### src/rtl/bp_pkg.sv
// +-----------------------------------------------------------------------+
// | bp_pkg: shared types and constants for the BTB branch predictor       |
// | Revision: 1.0                                                         |
// +-----------------------------------------------------------------------+
`default_nettype none

package bp_pkg;

  localparam int BP_PC_WIDTH   = 32;
  localparam int BP_ENTRIES    = 16;
  localparam int BP_INDEX_BITS = $clog2(BP_ENTRIES);
  localparam int BP_TAG_BITS   = BP_PC_WIDTH - BP_INDEX_BITS - 2;

  typedef enum logic [1:0] {
    STRONG_NT = 2'b00,
    WEAK_NT   = 2'b01,
    WEAK_T    = 2'b10,
    STRONG_T  = 2'b11
  } bp_counter_t;

  typedef struct packed {
    logic                     valid;
    logic [BP_TAG_BITS-1:0]   tag;
    logic [BP_PC_WIDTH-1:0]   target;
    bp_counter_t              counter;
  } btb_entry_t;

  localparam bp_counter_t BP_COUNTER_RESET = WEAK_NT;
  localparam bp_counter_t BP_COUNTER_ALLOC = WEAK_T;

endpackage

`default_nettype wire

### src/rtl/sat_counter_2b.sv
// +-----------------------------------------------------------------------+
// | sat_counter_2b: next-state function of a 2-bit saturating counter     |
// | Revision: 1.0                                                         |
// +-----------------------------------------------------------------------+
`default_nettype none

module sat_counter_2b
  import bp_pkg::*;
(
  input  bp_counter_t i_count,
  input  logic        i_taken,
  output bp_counter_t o_count
);

  always_comb begin
    o_count = i_count;
    case (i_count)
      STRONG_NT: o_count = i_taken ? WEAK_NT  : STRONG_NT;
      WEAK_NT:   o_count = i_taken ? WEAK_T   : STRONG_NT;
      WEAK_T:    o_count = i_taken ? STRONG_T : WEAK_NT;
      STRONG_T:  o_count = i_taken ? STRONG_T : WEAK_T;
      default:   o_count = i_count;
    endcase
  end

endmodule

`default_nettype wire

### src/rtl/branch_predictor.sv
// +-----------------------------------------------------------------------+
// | branch_predictor: direct-mapped BTB with 2-bit counters, 0-cycle      |
// | lookup in decode, training in execute. Optional BP_STATS_EN counters. |
// | Revision: 1.0                                                         |
// +-----------------------------------------------------------------------+
`default_nettype none

module branch_predictor
  import bp_pkg::*;
#(
  // Entry field widths come from bp_pkg; change them there together with these.
  parameter int PC_WIDTH = BP_PC_WIDTH,
  parameter int ENTRIES  = BP_ENTRIES
) (
  input  logic                clk,
  input  logic                async_rst_n,
  input  logic                valid_D,
  input  logic                is_branch_D,
  input  logic [PC_WIDTH-1:0] PC_D,
  input  logic                update_valid_E,
  input  logic [PC_WIDTH-1:0] PC_E,
  input  logic                branch_taken_E,
  input  logic [PC_WIDTH-1:0] target_E,
  input  logic                predicted_taken_E,
  input  logic [PC_WIDTH-1:0] predicted_PC_E,
  output logic                prediction_source_D,
  output logic [PC_WIDTH-1:0] predicted_PC_D,
  output logic                mispredict_E
`ifdef BP_STATS_EN
  ,
  output logic [31:0]         stat_lookups,
  output logic [31:0]         stat_hits,
  output logic [31:0]         stat_mispredicts
`endif
);

  localparam int INDEX_BITS = $clog2(ENTRIES);
  localparam int TAG_BITS   = PC_WIDTH - INDEX_BITS - 2;

  btb_entry_t r_btb [ENTRIES];

  logic [INDEX_BITS-1:0] w_idx_D, w_idx_E;
  logic [TAG_BITS-1:0]   w_tag_D, w_tag_E;
  btb_entry_t            w_entry_D, w_entry_E;
  logic                  w_hit_D, w_hit_E, w_lookup_D;
  bp_counter_t           w_next_count;
  logic                  w_unused_pc_lsbs;

  assign w_idx_D   = PC_D[INDEX_BITS+1:2];
  assign w_tag_D   = PC_D[PC_WIDTH-1:INDEX_BITS+2];
  assign w_idx_E   = PC_E[INDEX_BITS+1:2];
  assign w_tag_E   = PC_E[PC_WIDTH-1:INDEX_BITS+2];
  assign w_unused_pc_lsbs = ^{PC_D[1:0], PC_E[1:0]};

  assign w_entry_D  = r_btb[w_idx_D];
  assign w_entry_E  = r_btb[w_idx_E];
  assign w_hit_D    = w_entry_D.valid & (w_entry_D.tag == w_tag_D);
  assign w_hit_E    = w_entry_E.valid & (w_entry_E.tag == w_tag_E);
  assign w_lookup_D = valid_D & is_branch_D;

  assign prediction_source_D = w_lookup_D & w_hit_D & w_entry_D.counter[1];
  assign predicted_PC_D      = prediction_source_D ? w_entry_D.target : '0;

  assign mispredict_E = update_valid_E &
                        ((branch_taken_E != predicted_taken_E) |
                         (branch_taken_E & (target_E != predicted_PC_E)));

  sat_counter_2b u_sat_counter (
    .i_count (w_entry_E.counter),
    .i_taken (branch_taken_E),
    .o_count (w_next_count)
  );

  // Lookup reads the table directly, so a same-cycle update is seen only next cycle.
  always_ff @(posedge clk or negedge async_rst_n) begin
    if (!async_rst_n) begin
      for (int i = 0; i < ENTRIES; i++) begin
        r_btb[i].valid   <= 1'b0;
        r_btb[i].tag     <= '0;
        r_btb[i].target  <= '0;
        r_btb[i].counter <= BP_COUNTER_RESET;
      end
    end else if (update_valid_E) begin
      if (w_hit_E) begin
        r_btb[w_idx_E].counter <= w_next_count;
        if (branch_taken_E) begin
          r_btb[w_idx_E].target <= target_E;
        end
      end else if (branch_taken_E) begin
        r_btb[w_idx_E].valid   <= 1'b1;
        r_btb[w_idx_E].tag     <= w_tag_E;
        r_btb[w_idx_E].target  <= target_E;
        r_btb[w_idx_E].counter <= BP_COUNTER_ALLOC;
      end
    end
  end

`ifdef BP_STATS_EN
  logic [31:0] r_stat_lookups, r_stat_hits, r_stat_mispredicts;

  always_ff @(posedge clk or negedge async_rst_n) begin
    if (!async_rst_n) begin
      r_stat_lookups     <= '0;
      r_stat_hits        <= '0;
      r_stat_mispredicts <= '0;
    end else begin
      if (w_lookup_D)           r_stat_lookups     <= r_stat_lookups + 32'd1;
      if (w_lookup_D & w_hit_D) r_stat_hits        <= r_stat_hits + 32'd1;
      if (mispredict_E)         r_stat_mispredicts <= r_stat_mispredicts + 32'd1;
    end
  end

  assign stat_lookups     = r_stat_lookups;
  assign stat_hits        = r_stat_hits;
  assign stat_mispredicts = r_stat_mispredicts;
`endif

endmodule

`default_nettype wire
### config.mk
export PLATFORM = sky130hd
export DESIGN_NAME = branch_predictor
export DESIGN_NICKNAME = d
export VERILOG_FILES = /design/src/rtl/bp_pkg.sv /design/src/rtl/sat_counter_2b.sv /design/src/rtl/branch_predictor.sv
export SDC_FILE = /design/constraint.sdc
export NUM_CORES = 2
export LEC_CHECK = 0
export CORE_ASPECT_RATIO = 1.25
export CORE_MARGIN = 3
export CORE_UTILIZATION = 56
export CTS_CLUSTER_SIZE = 28
export DETAILED_ROUTE_END_ITERATION = 10
export PLACE_DENSITY = 0.77
export SLEW_MARGIN = 30
export SYNTH_ARGS = -nofsm -noshare
export SYNTH_HDL_FRONTEND = slang
export SYNTH_SLANG_ARGS = --single-unit
export TNS_END_PERCENT = 5
### constraint.sdc
create_clock -name clk -period 6.65 [get_ports clk]
set_clock_uncertainty 0.2 [all_clocks]
set_input_delay 1.6625 -clock clk [delete_from_list [all_inputs] [get_ports clk]]
set_output_delay 1.6625 -clock clk [all_outputs]
set_load 0.01 [all_outputs]
=== Word level (Yosys, flattened, before mapping) ===
Index checks and enable logic that the tools add are counted.

* Output and inout bits: 34
* Logic and storage cells: 117
* Bits in registers: 976

* Reduce and logical (&&, ||, !) cells: 4
* Eq/ne operators: 7
* Magnitude comparators: 3
* Mux-type cells: 29
* Bitwise operators: 10

{| class="wikitable"
|+ Operators by type and width
! cell !! number
|-
| bitwise mux 976 bit || 6
|-
| 2-to-1 mux 976 bit || 3
|-
| demux 61 bit (select 4 bit) || 4
|-
| binary-select mux 61 bit (select 4 bit) || 2
|-
| 2-to-1 mux 61 bit || 5
|-
| 2-to-1 mux 60 bit || 1
|-
| == test 26 bit || 2
|-
| 2-to-1 mux 34 bit || 1
|-
| 2-to-1 mux 32 bit || 1
|-
| inequality test 32 bit || 1
|-
| >= comparator 5 bit, second input constant || 2
|-
| NOT 4 -> 5 bit || 2
|-
| case mux 2 bit (4 select lines) || 1
|-
| bitwise AND 1 bit || 7
|-
| 2-to-1 mux 2 bit || 3
|-
| < comparator 5 x 1 -> 1 bit, second input constant || 1
|-
| == test 2 bit, second input constant || 2
|-
| == test 2 x 1 -> 1 bit, second input constant || 1
|-
| zero test 2 bit || 1
|-
| 2-to-1 mux 1 bit || 2
|-
| AND reduction 2 bit || 1
|-
| nonzero test 2 bit || 1
|-
| logical AND 1 bit || 1
|-
| inequality test 1 bit || 1
|-
| bitwise OR 1 bit || 1
|}

=== Depth between registers and ports, before layout ===
* Depth after elaboration: 11
* Gate-level depth with buffers: 15
* Gate-level depth less buffers: 9

=== Cells and area by module ===
From an unflattened synthesis, not the netlist that was laid out.

* Cells, all modules: 3,441
* Area, all modules: 49,439.9 um^2

{| class="wikitable"
|+ Modules (own cells, without submodules)
! module !! times used !! cells each !! area each (um^2)
|-
| branch_predictor || 1 || 3,438 || 49,413.6
|-
| sat_counter_2b || 1 || 3 || 26.3
|}

=== Worst setup path after synthesis ===
No wires, ideal clock.

* Kind: input port to output port
* Start point: input port PC_D[2]
* End point: output port predicted_PC_D[10]
* Stages: 10
* Data required time: 4.787 ns
* Arrival time: 4.888 ns
* Setup slack: -0.101 ns
* Buffers on the path: 4
* Cell sequence: clkbuf_1 > clkbuf_1 > buf_1 > mux4_2 > mux4_2 > xor2_1 > nor4_1 > nand4_1 > clkbuf_1 > nor2b_1

* Cells in the longest elaborated chain, start to end: 9

{| class="wikitable"
|+ Ends and longest elaborated chain
! what !! RTL line !! source
|-
| start, declared || branch_predictor.sv:19 || <nowiki>input logic [PC_WIDTH-1:0] PC_D,</nowiki>
|-
| NOT 4 -> 5 bit (not written as such) * || branch_predictor.sv:55 || <nowiki>assign w_entry_D = r_btb[w_idx_D];</nowiki>
|-
| binary-select mux 61 bit (select 4 bit) * || branch_predictor.sv:55 ||
|-
| 2-to-1 mux 61 bit (not written as such) * (2 in series) || branch_predictor.sv:55 ||
|-
| == test 26 bit || branch_predictor.sv:57 || <nowiki>assign w_hit_D = w_entry_D.valid & (w_entry_D.tag == w_tag_D);</nowiki>
|-
| bitwise AND 1 bit || branch_predictor.sv:57 ||
|-
| bitwise AND 1 bit (2 in series) || branch_predictor.sv:61 || <nowiki>assign prediction_source_D = w_lookup_D & w_hit_D & w_entry_D.counter[1];</nowiki>
|-
| 2-to-1 mux 32 bit * || branch_predictor.sv:62 || <nowiki>assign predicted_PC_D = prediction_source_D ? w_entry_D.target : '0;</nowiki>
|-
| end, declared || branch_predictor.sv:27 || <nowiki>output logic [PC_WIDTH-1:0] predicted_PC_D,</nowiki>
|}

Mark *: on every way between the ends. The rest lies on a longest branch, timed or not. The select of a mux whose other input is x is not followed.

=== Worst setup path in the final report ===
* Start point: input port PC_D[2]
* End point: output port predicted_PC_D[31]

The elaborated chain is that of the path after synthesis.

==> results.yml <==
outcome:
  outcome: "finished, violations left"
  violations: "negative setup slack"
global_routing:
  grt_use_total_pct: 30.9
  grt_use_met3_pct: 5.99
  grt.overflow.total: 0
  busiest_layer: "met2"
  gr-usage-met1_pct: 40.4
  grt_pass1_wl_um: 213000
  antenna_found_initial: 5
  met2_usage_pct: 51.1
  grt_pass1_vias: 34629
  grt_max_degree: 147
sta:
  finalSetupTns_ps: -16.3
  worstMarginPinSlew_ps: 936
  rsz0062_at_grt: "true"
  whs_ps: 270
  slew_viol_final: 0
  period_share_pct: 100
  hold_viol_final: 0
  max_freq_mhz: 150
  period_needed_ps: 6660
  slew_headroom_pct: 37.6
  finalSetupViolCount: 5
  setup_slack_ps: -9.57
floorplan:
  fp.dieH_um: 336
  die_x_um: 270
  rows: 120
  core-area_um2: 86000
  ios: 169
  dieArea_um2: 90800
  start_util_pct: 56.8
clocking:
  cts.path.max_buffers: 3
  path_clk_slew_ps: 60
  htree_levels: 3
  numCtsBuffers: 97
  cts.hold.buffers_added: 0
  numClockSinks: 976
  cts_tree: "built"
  cts-root-buf: "clkbuf_16"
  clock_latency_ps: 690
yosys:
  synthArstFlopShare_pct: 100
  syn_avg_cell_area_um2: 13.0
  ys_ff_latch: 976
  synth_fp_nets: 3882
  yosysSeqAreaShare_pct: 50.0
  synth_largest_area_cell: "dfrtp_1"
  syn_area_um2: 48900
  synth_top_area_share_pct: 49.2
  ys_top_cells_by_area: "dfrtp_1 49%, mux4_2 18%, mux2_2 15%"
  yosysWarnings: 0
  synth_cells: 3747
  yosysUniqueCellTypes: 56
  synth_flop_cell: "dfrtp_1"
  synth_edf_count: 0
setup_path:
  rr_startpoint: "r_btb[226]"
  critPathRequiredTime_ps: 4790
  crit_type: "input pin to output pin"
  end_kind: "output pin"
  cp-start-kind: "input pin"
  crit_fanout: 17
  cp.arrival_ps: 4800
  crit_start: "PC_D[2]"
pwr:
  total_power_uw: 16900
  power_density_nw_per_um2: 298
  internal_power_uw: 12300
  clockPowerShare_pct: 34.8
  p_sw_uw: 4530
  p_comb_share_pct: 18.9
  p_leak_uw: 0.0257
  swShare_pct: 26.9
  ir_drop_uv: 315
  power_frac_seq_pct: 46.3
final_layout:
  area_growth_pct: 16.0
  final_util_pct: 65.9
  drive_gt1_share_pct: 39.4
  largest_reg_flops: 976
  top_regs: "r_btb x976"
  top_register: "r_btb"
  num-nets-final: 4032
hold_path:
  hp-start: "r_btb[248]"
  min_path_type: "flop to flop"
drt:
  drc: 0
  drt_iter0_markers: 3577
  num_vias: 33217
  drt_wl_total_um: 140000
  viasPerCell: 6.47
  wl_per_cell_um: 27.3
  dr.pass1.iters: 6
  ant_nets: 0
placed_design:
  gp_routability_congestion: 0.879
  dp_slack_ps: -599
  dp_hpwl_um: 84300
  io_buffers: 164
job:
  max_cap_violations: 0
## Yosys cell counts (all sizes together), types with 6 or more instances
cell / count
dfrtp: 960
nand2: 914
mux2: 654
mux4: 383
clkbuf: 228
buf: 114
mux2i: 91
xnor2: 45
nor2b: 44
xor2: 44
nor2: 42
nand4: 25
nor3: 20
or2: 18
dfstp: 16
nor4: 13
o21ai: 13
a21oi: 12
nand3: 10
inv: 9
o22ai: 9
o211ai: 7
a211oi: 6
a221oi: 6
a2bb2oi: 6
nand2b: 6
## critical path, stage by stage
cell	delay, ps
buf_16	120
buf_12	140
clkbuf_16	160
mux4_2	510
mux4_2	500
xnor2_1	160
nand4_1	250
nor4_2	380
buf_4	170
nand4_1	90
buf_6	180
buf_12	190
nor2b_1	130
clkbuf_2	150
## kinds of logic (layout without fill, tap and decap cells)
| family | Yosys count | count (layout) | synth area share, % |
|---|---|---|---|
| AOI/OAI and AO/OA | 95 | 95 | 1.42 |
| xor gates and xnor gates | 89 | 89 | 1.60 |
| adders and majority gates | 2 | 2 | 0.0410 |
| buffers and inverters | 353 | 581 | 3.03 |
| DFF | 976 | 976 | 50.0 |
| muxes | 1128 | 1128 | 34.6 |
| other | 0 | 2 | 0 |
| and+or+nand+nor | 1104 | 1104 | 9.28 |
## power by group through the flow
| stage | Combinational (uW) | Sequential [uW] | Clock (uW) |
|---|---|---|---|
| after floorplan | 2330 | 7590 | 0 |
| after global placement | 3040 | 7790 | 0 |
| after detailed placement | 3130 | 7860 | 0 |
| after CTS | 3180 | 7770 | 5930 |
| after global routing | 3440 | 7910 | 6180 |
| final | 3190 | 7810 | 5860 |
## stage by stage
| stage | cells | cell area (um^2) |
|---|---|---|
| 3_3_place_gp | 4931 | 52900 |
| 4_1_cts | 5111 | 56500 |
| 5_1_grt | 5134 | 56600 |
| 2_1_floorplan | 3747 | 48900 |
| 3_5_place_dp | 4931 | 52900 |
| 6_report | 5136 | 56700 |
## what timing repair did
item,CTS,global route
gates cloned,2,1
gates resized for setup,83,61
pin swaps,3,5
setup endpoints to repair,33,33
setup buffers,1,22
## worst paths after layout
kind / slack [ps] / depth (start not counted) / end
worst max-delay path: -10 / 14 / predicted_PC_D[31]
worst max register to register: 2610 / 12 / r_btb[48]
worst min register to register: 270 / 2 / r_btb[248]
min in group asynchronous: 800 / 1 / r_btb[19]
worst min-delay path: 270 / 2 / r_btb[248]
max in group asynchronous: 4070 / 2 / r_btb[234]
## layout make-up
cell class              instances  area [um^2]
fillers                      6035        29400
multi-input cells            2418        23200
clock buffers                 130         2770
repair buffers                393         4070
clock inverters                47          658
diodes                          2         5.00
well taps                    1159         1450
inverters                      11         41.3
flip-flops and latches        976        24400
## placed cells by master (no fill, tap or decap), types with 19 or more instances in the layout
master           Yosys  routed
nor2_1              31      25
dfrtp_1            960     960
mux4_2             383     383
clkdlybuf4s50_1      0     122
clkbuf_16            0      98
nand4_1             25      25
mux2_2             652     652
mux2i_1             91      91
buf_4               16     167
xor2_1              44      44
clkinv_2             0      19
nand2_1            914     901
xnor2_1             45      39
clkbuf_8             0      22
nor2b_1             44      33
buf_12               0      57
## per-layer routing
layer / vias up / part of all wire, %
met4: 6 / 4.8
met2: 1727 / 49
met3: 380 / 8.2
li1: 13637 / -
met1: 17467 / 38
met5: - / 0.026
No activity file was read; power rests on OpenSTA's default activity.
